[src/rtl/cp2_fdata_receiver.sv]
// cp2_fdata_receiver
// Receives the registered CP2 fdata strobe stream, buffers words in a small
// FIFO and hands them one at a time to a downstream writer over req/ack.
// The producer is never stalled: words arriving while full are dropped and
// recorded in a sticky overflow flag.

// Bus-width and reset-polarity macros normally come from bus.vh; fall back
// to the standard CP2 values when that header has not been pulled in.
`ifndef WORDDATAW
`define WORDDATAW 32
`endif
`ifndef WORDDATABUS
`define WORDDATABUS 31:0
`endif
`ifndef RESET_EDGE
`define RESET_EDGE negedge
`endif
`ifndef RESET_ENABLE
`define RESET_ENABLE 1'b0
`endif

module cp2_fdata_receiver #(
    parameter int DEPTH = 4,
    parameter int AW    = 2
) (
    input  logic                clk_,
    input  logic                rst,
    input  logic                cp2_fds_0,
    input  logic [`WORDDATABUS] cp2_fdata_0,
    input  logic                flush,
    input  logic                wr_ack,
    output logic                wr_req,
    output logic [`WORDDATABUS] wr_data,
    output logic [AW:0]         fifo_count,
    output logic                overflow,
    output logic                busy
);

    localparam logic [AW:0] FULL_CNT = (AW+1)'(DEPTH);
    localparam logic [AW:0] ONE_CNT  = (AW+1)'(1);
    localparam logic [AW:0] TWO_CNT  = (AW+1)'(2);

    typedef enum logic {
        ST_IDLE = 1'b0,
        ST_REQ  = 1'b1
    } state_t;

    state_t              state_reg, state_next;
    logic [`WORDDATABUS] mem [DEPTH];
    logic [AW-1:0]       wr_ptr_reg, rd_ptr_reg;
    logic [AW:0]         count_reg, count_next;
    logic                overflow_reg;
    logic                wr_req_reg, wr_req_next;
    logic [`WORDDATABUS] wr_data_reg;

    logic                full;
    logic                push;
    logic                drop;
    logic                pop;
    logic                load_en;
    logic [AW-1:0]       rd_addr;

    // Fullness is judged on the pre-pop count, so a word arriving while full
    // is dropped even if the head is popped in the same cycle. Flush wins
    // over both push and pop.
    assign full = (count_reg == FULL_CNT);
    assign push = cp2_fds_0 & ~full & ~flush;
    assign drop = cp2_fds_0 &  full & ~flush;
    assign pop  = (state_reg == ST_REQ) & wr_ack & ~flush;

    // State register
    always_ff @(posedge clk_ or `RESET_EDGE rst) begin
        if (rst == `RESET_ENABLE) begin
            state_reg <= ST_IDLE;
        end else begin
            state_reg <= state_next;
        end
    end

    // Next-state logic: request while data is queued, return to idle once
    // the last queued word is acknowledged.
    always_comb begin
        state_next = state_reg;
        if (flush) begin
            state_next = ST_IDLE;
        end else begin
            case (state_reg)
                ST_IDLE: if (count_reg != '0) state_next = ST_REQ;
                ST_REQ:  if (wr_ack && (count_reg == ONE_CNT)) state_next = ST_IDLE;
                default: state_next = ST_IDLE;
            endcase
        end
    end

    // Output logic: decide when to fetch the next word and where from.
    // In REQ the presented word is still at rd_ptr, so the follow-on word
    // for a back-to-back transfer sits at rd_ptr+1.
    always_comb begin
        load_en     = 1'b0;
        rd_addr     = rd_ptr_reg;
        wr_req_next = wr_req_reg;
        if (flush) begin
            wr_req_next = 1'b0;
        end else begin
            case (state_reg)
                ST_IDLE: begin
                    if (count_reg != '0) begin
                        load_en     = 1'b1;
                        wr_req_next = 1'b1;
                    end
                end
                ST_REQ: begin
                    if (wr_ack) begin
                        if (count_reg >= TWO_CNT) begin
                            load_en = 1'b1;
                            rd_addr = rd_ptr_reg + AW'(1);
                        end else begin
                            wr_req_next = 1'b0;
                        end
                    end
                end
                default: wr_req_next = 1'b0;
            endcase
        end
    end

    // Occupancy: +1 on push only, -1 on pop only, cleared by flush.
    always_comb begin
        count_next = count_reg;
        if (flush) begin
            count_next = '0;
        end else if (push && !pop) begin
            count_next = count_reg + ONE_CNT;
        end else if (pop && !push) begin
            count_next = count_reg - ONE_CNT;
        end
    end

    // FIFO storage write port; no reset so it maps onto RAM.
    always_ff @(posedge clk_) begin
        if (push) begin
            mem[wr_ptr_reg] <= cp2_fdata_0;
        end
    end

    // Pointers, occupancy, sticky overflow and the registered write port.
    // Reads never collide with the same-cycle write: the written slot is
    // rd_ptr+count, which differs from both read addresses whenever a read
    // is issued.
    always_ff @(posedge clk_ or `RESET_EDGE rst) begin
        if (rst == `RESET_ENABLE) begin
            wr_ptr_reg   <= '0;
            rd_ptr_reg   <= '0;
            count_reg    <= '0;
            overflow_reg <= 1'b0;
            wr_req_reg   <= 1'b0;
            wr_data_reg  <= '0;
        end else begin
            count_reg  <= count_next;
            wr_req_reg <= wr_req_next;
            if (flush) begin
                wr_ptr_reg   <= '0;
                rd_ptr_reg   <= '0;
                overflow_reg <= 1'b0;
            end else begin
                if (push) wr_ptr_reg   <= wr_ptr_reg + AW'(1);
                if (pop)  rd_ptr_reg   <= rd_ptr_reg + AW'(1);
                if (drop) overflow_reg <= 1'b1;
            end
            if (load_en) begin
                wr_data_reg <= mem[rd_addr];
            end
        end
    end

    assign wr_req     = wr_req_reg;
    assign wr_data    = wr_data_reg;
    assign fifo_count = count_reg;
    assign overflow   = overflow_reg;
    assign busy       = (count_reg != '0) | wr_req_reg;

endmodule
[config.mk]
export PLATFORM = sky130hd
export DESIGN_NAME = cp2_fdata_receiver
export DESIGN_NICKNAME = d
export VERILOG_FILES = /design/src/rtl/cp2_fdata_receiver.sv
export SDC_FILE = /design/constraint.sdc
export NUM_CORES = 1
export LEC_CHECK = 0
export CAP_MARGIN = 40
export CORE_ASPECT_RATIO = 1.25
export CORE_UTILIZATION = 30
export DETAILED_ROUTE_END_ITERATION = 6
export GPL_TIMING_DRIVEN = 1
export MAX_ROUTING_LAYER = met4
export SETUP_SLACK_MARGIN = 0.5
export SYNTH_ARGS = -nofsm -noshare
export SYNTH_HDL_FRONTEND = slang
export SYNTH_SLANG_ARGS = --single-unit
[constraint.sdc]
create_clock -name clk_ -period 3.8 [get_ports clk_]
set_input_delay 0.95 -clock clk_ [delete_from_list [all_inputs] [get_ports clk_]]
set_output_delay 0.95 -clock clk_ [all_outputs]
set_load 0.02 [all_outputs]
Yosys cells after proc, flatten, opt, wreduce, memory -nomap -nowiden

Memory sizes are Yosys's and may differ from the RTL's. A register that Yosys moved wholly into a read port is not among the register bits.
Cells that the tools add are included.

Memories: 1
Bits in registers: 10
Bits in writable memories: 128
Word-level logic and storage cells: 67
Output and inout port bits: 38

Memories:

| name | words | width | rd ports | clocked after memory_dff | write ports | line | text |
|---|---|---|---|---|---|---|---|
| mem  | 4     | 32    | 1        | 1                        | 1           | 49   | `` logic [`WORDDATABUS] mem [DEPTH]; `` |

Bitwise operators: 10
Mux-type cells: 28
Equality and inequality tests: 5
Add/subtract/negate cells: 4
Reduce and logical (&&, ||, !) cells: 12
Order comparisons: 1

Operators with widths:

| operator                                                                            | number |
|---|---|
| 2-bit 2-to-1 mux                                                                    | 8 |
| 1-bit 2-to-1 mux                                                                    | 14 |
| 3-bit 2-to-1 mux                                                                    | 3 |
| 3-bit != test, second input constant                                                | 3 |
| 1-bit AND                                                                           | 6 |
| 1-bit one-hot mux with 2 select lines                                               | 3 |
| 2-bit nonzero test                                                                  | 3 |
| 3-bit nonzero test                                                                  | 2 |
| 2-bit by 1-bit adder with 2-bit output, second input constant                       | 2 |
| 3-bit by 1-bit adder with 3-bit output, second input constant                       | 1 |
| 3-bit by 1-bit equality test with 1-bit output, second input constant               | 1 |
| 3-bit equality test, second input constant                                          | 1 |
| 3-bit by 2-bit greater-or-equal comparator with 1-bit output, second input constant | 1 |
| 1-bit logical AND                                                                   | 3 |
| 1-bit logical NOT                                                                   | 3 |
| 1-bit inverter                                                                      | 3 |
| 3-bit AND reduction                                                                 | 1 |
| 3-bit by 1-bit subtractor with 3-bit output, second input constant                  | 1 |
| 1-bit bitwise OR                                                                    | 1 |

Longest topological paths before layout

Depth in word-level cells: 9
Depth in mapped cells: 9
Mapped depth without buffers: 7

Least setup slack after synthesis

OpenSTA, ideal clock, no wires.

Path type: register to register
Start point: register count_reg[1] (netlist: fifo_count[1])
End point: memory mem[0][0] in the netlist's numbering (enable)
Arrival: 1.999 ns
Cell stages (with the launch flop): 7
Buffers on the path: 0
Setup slack: 1.409 ns
Cells stage by stage: dfrtp_1 -> inv_1 -> ha_1 -> nand2_1 -> nand2_1 -> nor2_1 -> and2_1

Word-level cells in the longest chain between the ends: 6

RTL lines:

| item                                   | line | text |
|---|---|---|
| from (decl)                            | 51   | `logic [AW:0] count_reg, count_next;` |
| from (signal assigned)                 | 159  | `count_reg <= count_next;` |
| 3-bit equality test                    | 66   | `assign full = (count_reg == FULL_CNT);` |
| 1-bit inverter                         | 67   | `assign push = cp2_fds_0 & ~full & ~flush;` |
| 1-bit AND (2 in series)                | 67   |  |
| 1-bit 2-to-1 mux                       | 141  | `if (push) begin` |
| 1-bit 2-to-1 mux (implied by the code) | 142  | `mem[wr_ptr_reg] <= cp2_fdata_0;` |
| to (decl)                              | 49   |  |

No other way between the ends.

Worst setup path after layout

Start point: register count_reg[1] (netlist: fifo_count[1])
End point: output busy

Word-level cells in the longest chain between the ends: 2

RTL lines:

| item               | line | text |
|---|---|---|
| 3-bit nonzero test | 180  | `assign busy = (count_reg != '0) \| wr_req_reg;` |
| 1-bit bitwise OR   | 180  |  |
| to (decl)          | 36   | `output logic busy` |

No other way between the ends.

==> flow_metrics.py <==
metrics = {
    "setup_path": {
        "worstPathArrival_ns": 2.18,
        "cpMaxStageDelayCell": "clkdlybuf4s50_1",
        "cp.required_ns": 2.85,
        "crit_path_max_fanout": 8,
        "crit_path_max_incr_delay_ns": 0.61,
        "path_cells": "inv_1 > ha_1 > nor2b_1 > nand2b_1 > clkdlybuf4s50_1",
        "criticalPathCategory": "reg2out",
        "end_kind": "output pin",
        "startpoint_type": "flop",
    },
    "clock_network": {
        "numCtsBuffers": 17,
        "cts_resized": 0,
        "path_clk_slew_ns": 0.07,
        "ctsHoldBuffers": 0,
        "root_buffer": "clkbuf_16",
        "clkSinkCount": 170,
        "cts_tree": "yes",
        "clkLatencyLatePin_ns": 0.42,
        "htreeDepth": 4,
        "clock_path_buffers": 2,
        "postCtsSetupBuffers": 0,
    },
    "logic_synthesis": {
        "syn-instance-count": 426,
        "synthArstFlopShare": 0.247,
        "synth.yosys.seq_area_share": 0.630,
        "syn-num-nets": 472,
        "synth_ff_type": "edfxtp_1",
        "yosys.area.top_type": "edfxtp_1",
        "synth_top_cells_by_area": "edfxtp_1 50%, mux4_1 14%, dfrtp_1 14%",
        "avgSynthCellArea_sq_um": 18.2,
        "yosys_warnings": 0,
        "netlist.area_leader.share": 0.495,
        "netlist_area_sq_um": 7760,
        "synth.distinct_cells": 36,
        "synth_edf_count": 128,
        "ys_seq_elements": 170,
    },
    "cells_and_area": {
        "largest_reg_flops": 128,
        "drive_gt1_frac": 0.145,
        "multi_input_area_sq_um": 2620,
        "area_delta_synth_final_pct": 21.2,
        "layout.nets": 549,
        "regArea_sq_um": 4900,
        "n_fill_cell": 2291,
        "final_common_cell": "edfxtp_1",
        "layout.cells.most_common_list": "128 x edfxtp_1, 73 x clkdlybuf4s50_1, 44 x nor2_1",
    },
    "timing": {
        "max_freq_ghz": 0.319,
        "finalSetupViolCount": 0,
        "period_needed_ns": 3.13,
        "final.period_utilization": 0.824,
        "skew_ns": 0.0133,
        "hold_viol": 0,
        "worst_pin_slew_ns": 0.551,
        "rsz0062_at_grt": "false",
        "slew_violations": 0,
        "fin_tns_setup_ns": 0,
        "setup_ws_ns": 0.669,
        "hold_ws_ns": 0.481,
        "slew_headroom": 0.632,
    },
    "drt": {
        "routed_wl_microns": 15500,
        "via_per_inst": 4.82,
        "dr.first_iter.drc_count": 259,
        "drc": 0,
        "drt_first_pass_iters": 4,
        "wire_per_inst_microns": 18.1,
        "dr_total_vias": 4109,
        "antenna_left": 0,
    },
    "floorplan": {
        "initial_utilization": 0.307,
        "core_area_sq_um": 25300,
        "die_area_sq_um": 26500,
        "dieWidth_microns": 146,
        "ios": 75,
        "die_y_microns": 182,
        "row_count": 65,
    },
    "place": {
        "port_buffers": 74,
        "dpl.hpwl_microns": 10100,
        "pre_cts_ws_ns": 0.555,
        "gp_congestion": 0.648,
    },
    "power_and_ir_drop": {
        "vdd_drop_max_uv": 241,
        "power.density_nw_per_um2": 605,
        "p_leak_nw": 3.11,
    },
    "run_status": {
        "status": "finished, final reports clean",
    },
    "global_routing": {
        "gr-total-overflow": 0,
        "grt_usage": 0.126,
        "grt_pass1_vias": 4416,
        "antenna_found_initial": 2,
        "grt_max_degree": 51,
        "grt_pass1_wl_microns": 24500,
    },
    "run": {
        "maxCapViolCount": 0,
    },
    "worst_hold_path": {
        "hold_class": "in2async",
    },
}
cells by family (layout without fill, tap and decap cells):
kind of cell | after synthesis | in the layout | synth area share
AOI/OAI and AO/OA | 45 | 45 | 0.0313
xor gates and xnor gates | 6 | 6 | 0.00677
adders and majority gates | 9 | 9 | 0.0145
buffers and inverters | 33 | 123 | 0.0338
DFF | 170 | 170 | 0.630
muxes | 96 | 96 | 0.245
other | 0 | 2 | 0
and+or+nand+nor | 67 | 67 | 0.0380
power breakdown:
group	switching, W	leakage, nW	total, W	internal (W)
registers	0.000202	1.64	0.00247	0.00227
clock network	0.000732	0.269	0.00165	0.000920
logic	0.000825	1.20	0.00158	0.000751
routing by layer:
metal,GRT usage,wire [microns]
met5,-,0
met4,0.0425,123
met3,0.0329,612
met2,0.226,8560
met1,0.134,6180
area by class of cell:
type	count	share of cell area
Antenna cell	2	0.000532
Clock buffer	19	0.0460
Clock inverter	13	0.0141
Inverter	5	0.00199
Multi-Input combinational cell	223	0.278
Sequential cell	170	0.521
Tap cell	335	0.0445
Timing Repair Buffer	86	0.0939
worst max-delay path, delay by kind of cell (launching register included):
kind | cells | cell delay, ns
flip-flops | 1 | 0.50
adder cells (fa/ha/maj) | 1 | 0.26
AND/OR/NAND/NOR | 2 | 0.25
buffers and inverters | 2 | 0.75
synth_stat cells (all sizes together) (2+ instances only):
| master | instances |
|---|---|
| xnor2 | 5 |
| a21oi | 36 |
| o21ai | 2 |
| clkbuf | 9 |
| nand2 | 9 |
| buf | 19 |
| edfxtp | 128 |
| dfrtp | 42 |
| nor2b | 3 |
| ha | 9 |
| nor3 | 3 |
| inv | 5 |
| mux2i | 32 |
| nor2 | 44 |
| mux4 | 63 |
| and2 | 5 |
| a31oi | 2 |
path summary, 6_finish.rpt:
kind	start	end	slack [ns]	cells past startpoint
hold / removal	rst	wr_data[10]	0.48	1
hold reg to reg	overflow	overflow	0.51	2
setup / recovery	fifo_count[1]	busy	0.67	5
max in group asynchronous	rst	wr_data[5]	2.55	2
setup reg to reg	fifo_count[1]	mem[3][17]	1.35	7
min in group clk_	overflow	overflow	0.51	2
metrics by stage:
stage                util  total power (W)  std cells  instance area, sq um
global placement    0.348          0.00407        818                  8810
global route        0.372          0.00598        853                  9410
finish              0.372          0.00570        853                  9410
CTS                 0.372          0.00578        851                  9410
detailed placement  0.350          0.00412        819                  8840
floorplan               -          0.00344        426                  7760
No activity file was read; power rests on OpenSTA's default activity.
